## src/rtl/myadder1_axis_pkt_gen.sv

```systemverilog
// myadder1_axis_pkt_gen: AXI4-Stream packet generator emitting cmd_len incrementing beats from cmd_seed
//
// Ports:
//   clk, rst          : single clock, synchronous active-high reset
//   cmd_valid/ready   : packet command handshake (ready only while idle and not in reset)
//   cmd_len           : packet length in beats (0 = no beats, done pulse only)
//   cmd_seed          : data value of the first beat
//   m_axis_*          : AXI4-Stream master (tvalid, tready, tdata, tlast)
//   busy              : high while a packet is in flight
//   done              : one-cycle pulse after the last beat (or after a zero-length command)
//   beat_count        : total beats transferred; live only with MYADDER1_PKT_GEN_BEAT_CNT_EN
//
// Build option: define MYADDER1_PKT_GEN_BEAT_CNT_EN to add the 32-bit beat counter;
// otherwise beat_count is tied to zero.
module myadder1_axis_pkt_gen #(
    parameter int C_DATA_WIDTH = 32,
    parameter int C_LEN_WIDTH  = 16
) (
    input  logic                    clk,
    input  logic                    rst,
    input  logic                    cmd_valid,
    output logic                    cmd_ready,
    input  logic [C_LEN_WIDTH-1:0]  cmd_len,
    input  logic [C_DATA_WIDTH-1:0] cmd_seed,
    output logic                    m_axis_tvalid,
    input  logic                    m_axis_tready,
    output logic [C_DATA_WIDTH-1:0] m_axis_tdata,
    output logic                    m_axis_tlast,
    output logic                    busy,
    output logic                    done,
    output logic [31:0]             beat_count
);
    typedef enum logic {IDLE, SEND} state_t;

    state_t                  r_state;
    logic [C_DATA_WIDTH-1:0] r_tdata;
    logic [C_LEN_WIDTH-1:0]  r_rem;
    logic                    r_done;
    logic                    w_beat;
    logic                    w_last;

    assign w_beat        = (r_state == SEND) && m_axis_tready;
    assign w_last        = (r_state == SEND) && (r_rem == C_LEN_WIDTH'(1));
    // Gated by rst so no command can be seen as accepted on a reset edge.
    assign cmd_ready     = (r_state == IDLE) && !rst;
    assign m_axis_tvalid = (r_state == SEND);
    assign busy          = (r_state == SEND);
    assign m_axis_tlast  = w_last;
    assign m_axis_tdata  = r_tdata;
    assign done          = r_done;

    always_ff @(posedge clk) begin
        if (rst) begin
            r_state <= IDLE;
            r_tdata <= '0;
            r_rem   <= '0;
            r_done  <= 1'b0;
        end else begin
            r_done <= 1'b0;
            if (r_state == IDLE) begin
                if (cmd_valid) begin
                    if (cmd_len != '0) begin
                        r_state <= SEND;
                        r_tdata <= cmd_seed;
                        r_rem   <= cmd_len;
                    end else begin
                        r_done  <= 1'b1;
                    end
                end
            end else if (m_axis_tready) begin
                r_tdata <= r_tdata + C_DATA_WIDTH'(1);
                r_rem   <= r_rem - C_LEN_WIDTH'(1);
                if (w_last) begin
                    r_state <= IDLE;
                    r_done  <= 1'b1;
                end
            end
        end
    end

`ifdef MYADDER1_PKT_GEN_BEAT_CNT_EN
    logic [31:0] r_beat_cnt;

    always_ff @(posedge clk) begin
        if (rst)
            r_beat_cnt <= '0;
        else if (w_beat)
            r_beat_cnt <= r_beat_cnt + 32'd1;
    end

    assign beat_count = r_beat_cnt;
`else
    logic w_unused;

    assign w_unused   = w_beat;
    assign beat_count = '0;
`endif
endmodule

```

## config.mk

```make
export PLATFORM = sky130hd
export DESIGN_NAME = myadder1_axis_pkt_gen
export DESIGN_NICKNAME = d
export VERILOG_FILES = /design/src/rtl/myadder1_axis_pkt_gen.sv
export SDC_FILE = /design/constraint.sdc
export NUM_CORES = 1
export LEC_CHECK = 0
export BUFFER_PORTS_ARGS = -buffer_cell sky130_fd_sc_hd__buf_2
export CORE_ASPECT_RATIO = 0.6
export CORE_MARGIN = 10
export CORE_UTILIZATION = 51
export CTS_CLUSTER_SIZE = 16
export DETAILED_ROUTE_END_ITERATION = 8
export PLACE_DENSITY = 0.86
export RECOVER_POWER = 100
export SLEW_MARGIN = 10
export SYNTH_ARGS = -nofsm -noshare
export SYNTH_HDL_FRONTEND = slang
export SYNTH_SLANG_ARGS = --single-unit
```

## constraint.sdc

```tcl
create_clock -name clk -period 2.3 [get_ports clk]
set_clock_uncertainty 0.05 [all_clocks]
set_input_delay 0.23 -clock clk [delete_from_list [all_inputs] [get_ports clk]]
set_output_delay 0.23 -clock clk [all_outputs]
set_load 0.01 [all_outputs]
```

==> impl_results.md <==
- Startpoint type of the worst setup path: register
- FF-to-FF Start: m_axis_tdata[10]
- Mapped Cells: between 400 and 500
- Setup TNS: 0 ns
- Fmax: 0.4452 GHz
- Grt total ovfl: 0
- VDD IR-drop max: 0.3009 mV
- Vias in the first global route: between 3000 and 4000
- TritonCTS clock tree: built
- Total number of vias: between 4000 and 5000
- Vias/cell: ~6
- Register area share after synthesis: 27.62%
- Switch Pwr: just under 0.9 mW
- P_leak: between 1.5 and 2 nW
- Endpoints failing hold: 0
- Part of the cycle the worst path needs: a little over nine tenths
- P per Cell Area: between 600 and 700 nW/um2
- Number of synthesized flops with an enable pin: 0
- ANT nets after route: 0
- Final nets: ~630
- Layout cells sized above 1: 17.98%
- Final wirelength: between 10 and 15 mm
- Synth Register Bits: 50
- Minimum clock period: approximately 2.2 ns
- Critical-path maximum fanout: 8
- Hold Buf Count CTS: 0
- Mapped Area: approximately 3600 um2
- Initial antenna violation count: 0
- Critical path endpoint: m_axis_tlast
- Global-route wire length before repair: ~19 mm
- Sequential cell fraction of total power: 40.4%
- R2R setup slack: 0.17 ns
- Area delta synth->final: 13.95%
- Clock sink total: 50
- Tightest Hold Check Type: input pin to register
- Drt drc: 0
- Synth Warn #: 0
- RD Place Congestion: between 0.9 and 1
- Dominant synthesized flop cell: dfxtp_1
- TritonRoute pass-1 iters: 5
- Fraction of registers with async set/reset: 0%
- Worst r2r dst: m_axis_tdata[26]
- CTS H-tree depth: 2
- Placed cells: 651
- Fill cell count: around 670
- Logic pwr share: a little over a quarter
- CTS clk-pin slew, worst paths: about 0.070 ns
- Row count: 23
- Die Width: around 130 um
- Worst setup EP type: primary output
- IO buf count: 88
- Slew Viols, Final: 0
- Core box area: 6792 um2
- Worst-Skew Late Latency: ~0.3 ns
- Largest net degree at the start of global routing: 42
- Netlist cell types: 60
- Setup CP Type: register to primary output
- CTS Root Cell: clkbuf_16
- Slew HR: approximately half
- Total CTS buffers: 5
- Vert. Die Dim: around 85 um
- Layout Cells excl Fill: 660
- CP Data Required Time: about 2.0 ns
- Starting Density: between 50% and 60%
- Cell count of the worst reg-to-reg path: 6
- RSZ-0062 raised after global routing: no
- Final setup fails: 0
- I/O pins: ~120
- Synth Area per Inst: around 7.4 um2
- Diode count: 0
- Status: completed
- Initial drt markers: about 630
- Clock Power Share: between 30% and 40%
- Seq. cell area: between 1000 and 1500 um2
- Routed len/inst: 18.45 um
- Dpl hpwl: between 9 and 10 mm
- Worst-Margin Slew: just over 0.7 ns
- Max clock buf depth: 2
- Global Route Usage Sum: a little over a fifth
- Final hold slack: 0.1862 ns
- Multi-input logic area: 2291 um2
- CP startpoint: r_rem[2]
- Tot Pwr: about 2.6 mW
- Arr. time, crit path: 1.97 ns
- Pint: 1.714 mW
- Area of the die: 10990 um2
- Max-cap violations: 0
- Sw Share: around a third
==> synthesized netlist by cell type (8+ instances only) <==
cell	instances	share of area, %
a21oi_1	60	8.3
dfxtp_1	50	28
nand2_1	42	4.4
nor2_1	38	3.9
o21ai_0	37	5.1
buf_4	34	7.0
clkbuf_1	22	2.3
nand3_1	20	2.8
nor2b_1	17	2.9
nor3_1	14	1.9
a31oi_1	13	2.2
nand4_1	12	2.1
nand2b_1	9	1.6
nor4_1	8	1.4
==> metrics by stage <==
| stage | area (um2) | setup slack, ns | utilization, % |
|---|---|---|---|
| finish | 4129 | 0.05386 | 60.80 |
| global route | 4129 | 0.01581 | 60.80 |
| CTS | 4217 | 0.07709 | 62.09 |
| detailed placement | 4045 | 0.1343 | 59.56 |
| global placement | 4045 | 0.3500 | 59.56 |
| floorplan | 3740 | 0.5054 | - |
==> critical path, cell delays in order (launching register included) <==
cell	delay [ns]
dfxtp_1	0.40
or4_1	0.63
nor3b_2	0.28
and3_1	0.22
clkbuf_2	0.14
==> power by group through the flow <==
stage / clock [mW] / sequential, mW / combinational, mW
detailed placement: 0 / 1.07 / 0.699
floorplan: 0 / 1.06 / 0.492
global placement: 0 / 1.06 / 0.680
CTS: 0.871 / 1.05 / 0.703
finish: 0.860 / 1.05 / 0.695
global route: 0.907 / 1.06 / 0.766
==> cells in the final DEF (no fill, tap or decap), types with 13 or more instances in the layout <==
master,synthesis,final
conb_1,1,32
o21ai_0,37,37
buf_2,7,57
nor3_1,14,14
a31oi_1,13,13
nor2b_1,17,17
nor2_1,38,38
a21oi_1,60,60
clkbuf_1,22,37
nand2_1,42,43
nand3_1,20,19
dfxtp_1,50,49
==> area by class of cell <==
type / count / area share, %
Tap cell: 87 / 2.636
Clock buffer: 6 / 3.121
Inverter: 6 / 0.5455
Timing Repair Buffer: 111 / 13.03
Sequential cell: 50 / 24.27
Multi-Input combinational cell: 398 / 55.48
Clock inverter: 2 / 0.9091
==> registers in the layout, summed over array words and instances, names as in the netlist <==
signal,count
done,1
r_rem,16
m_axis_tdata,32
busy,1
==> kinds of logic after synthesis <==
| group | Yosys count | synth area share [%] |
|---|---|---|
| AOI/OAI and AO/OA | 156 | 26.52 |
| buffers and inverters | 73 | 11.95 |
| other | 1 | 0.1035 |
| adders and majority gates | 3 | 1.036 |
| and+or+nand+nor | 205 | 32.22 |
| muxes | 2 | 0.5525 |
| DFF | 50 | 27.62 |
==> timing repair <==
action / 4_1_cts / 5_1_grt
setup endpoints to repair: 1 / 2
gates resized for setup: 1 / 2
buffers inserted: 0 / 1
pin swaps: 0 / 1
==> routing by layer <==
metal | part of all wire (%) | global-route usage (%) | vias up
li1 | - | - | 1917
met1 | 43 | 28.44 | 1878
met2 | 43 | 30.60 | 251
met3 | 12 | 6.894 | 31
met4 | 2.1 | 7.503 | 0
met5 | 0 | 0 | -
==> how the worst min path moves through the flow <==
stage,startpoint,endpoint,slack [ns],cells past startpoint
after floorplan,m_axis_tready,done,0.35,2
final,cmd_len[0],r_rem[0],0.19,3
after CTS,cmd_len[0],r_rem[0],0.18,3
after global placement,r_rem[13],r_rem[13],0.41,2
after global routing,cmd_seed[16],m_axis_tdata[16],0.22,3
after detailed placement,r_rem[13],r_rem[13],0.43,2
No activity file was read; power rests on OpenSTA's default activity.
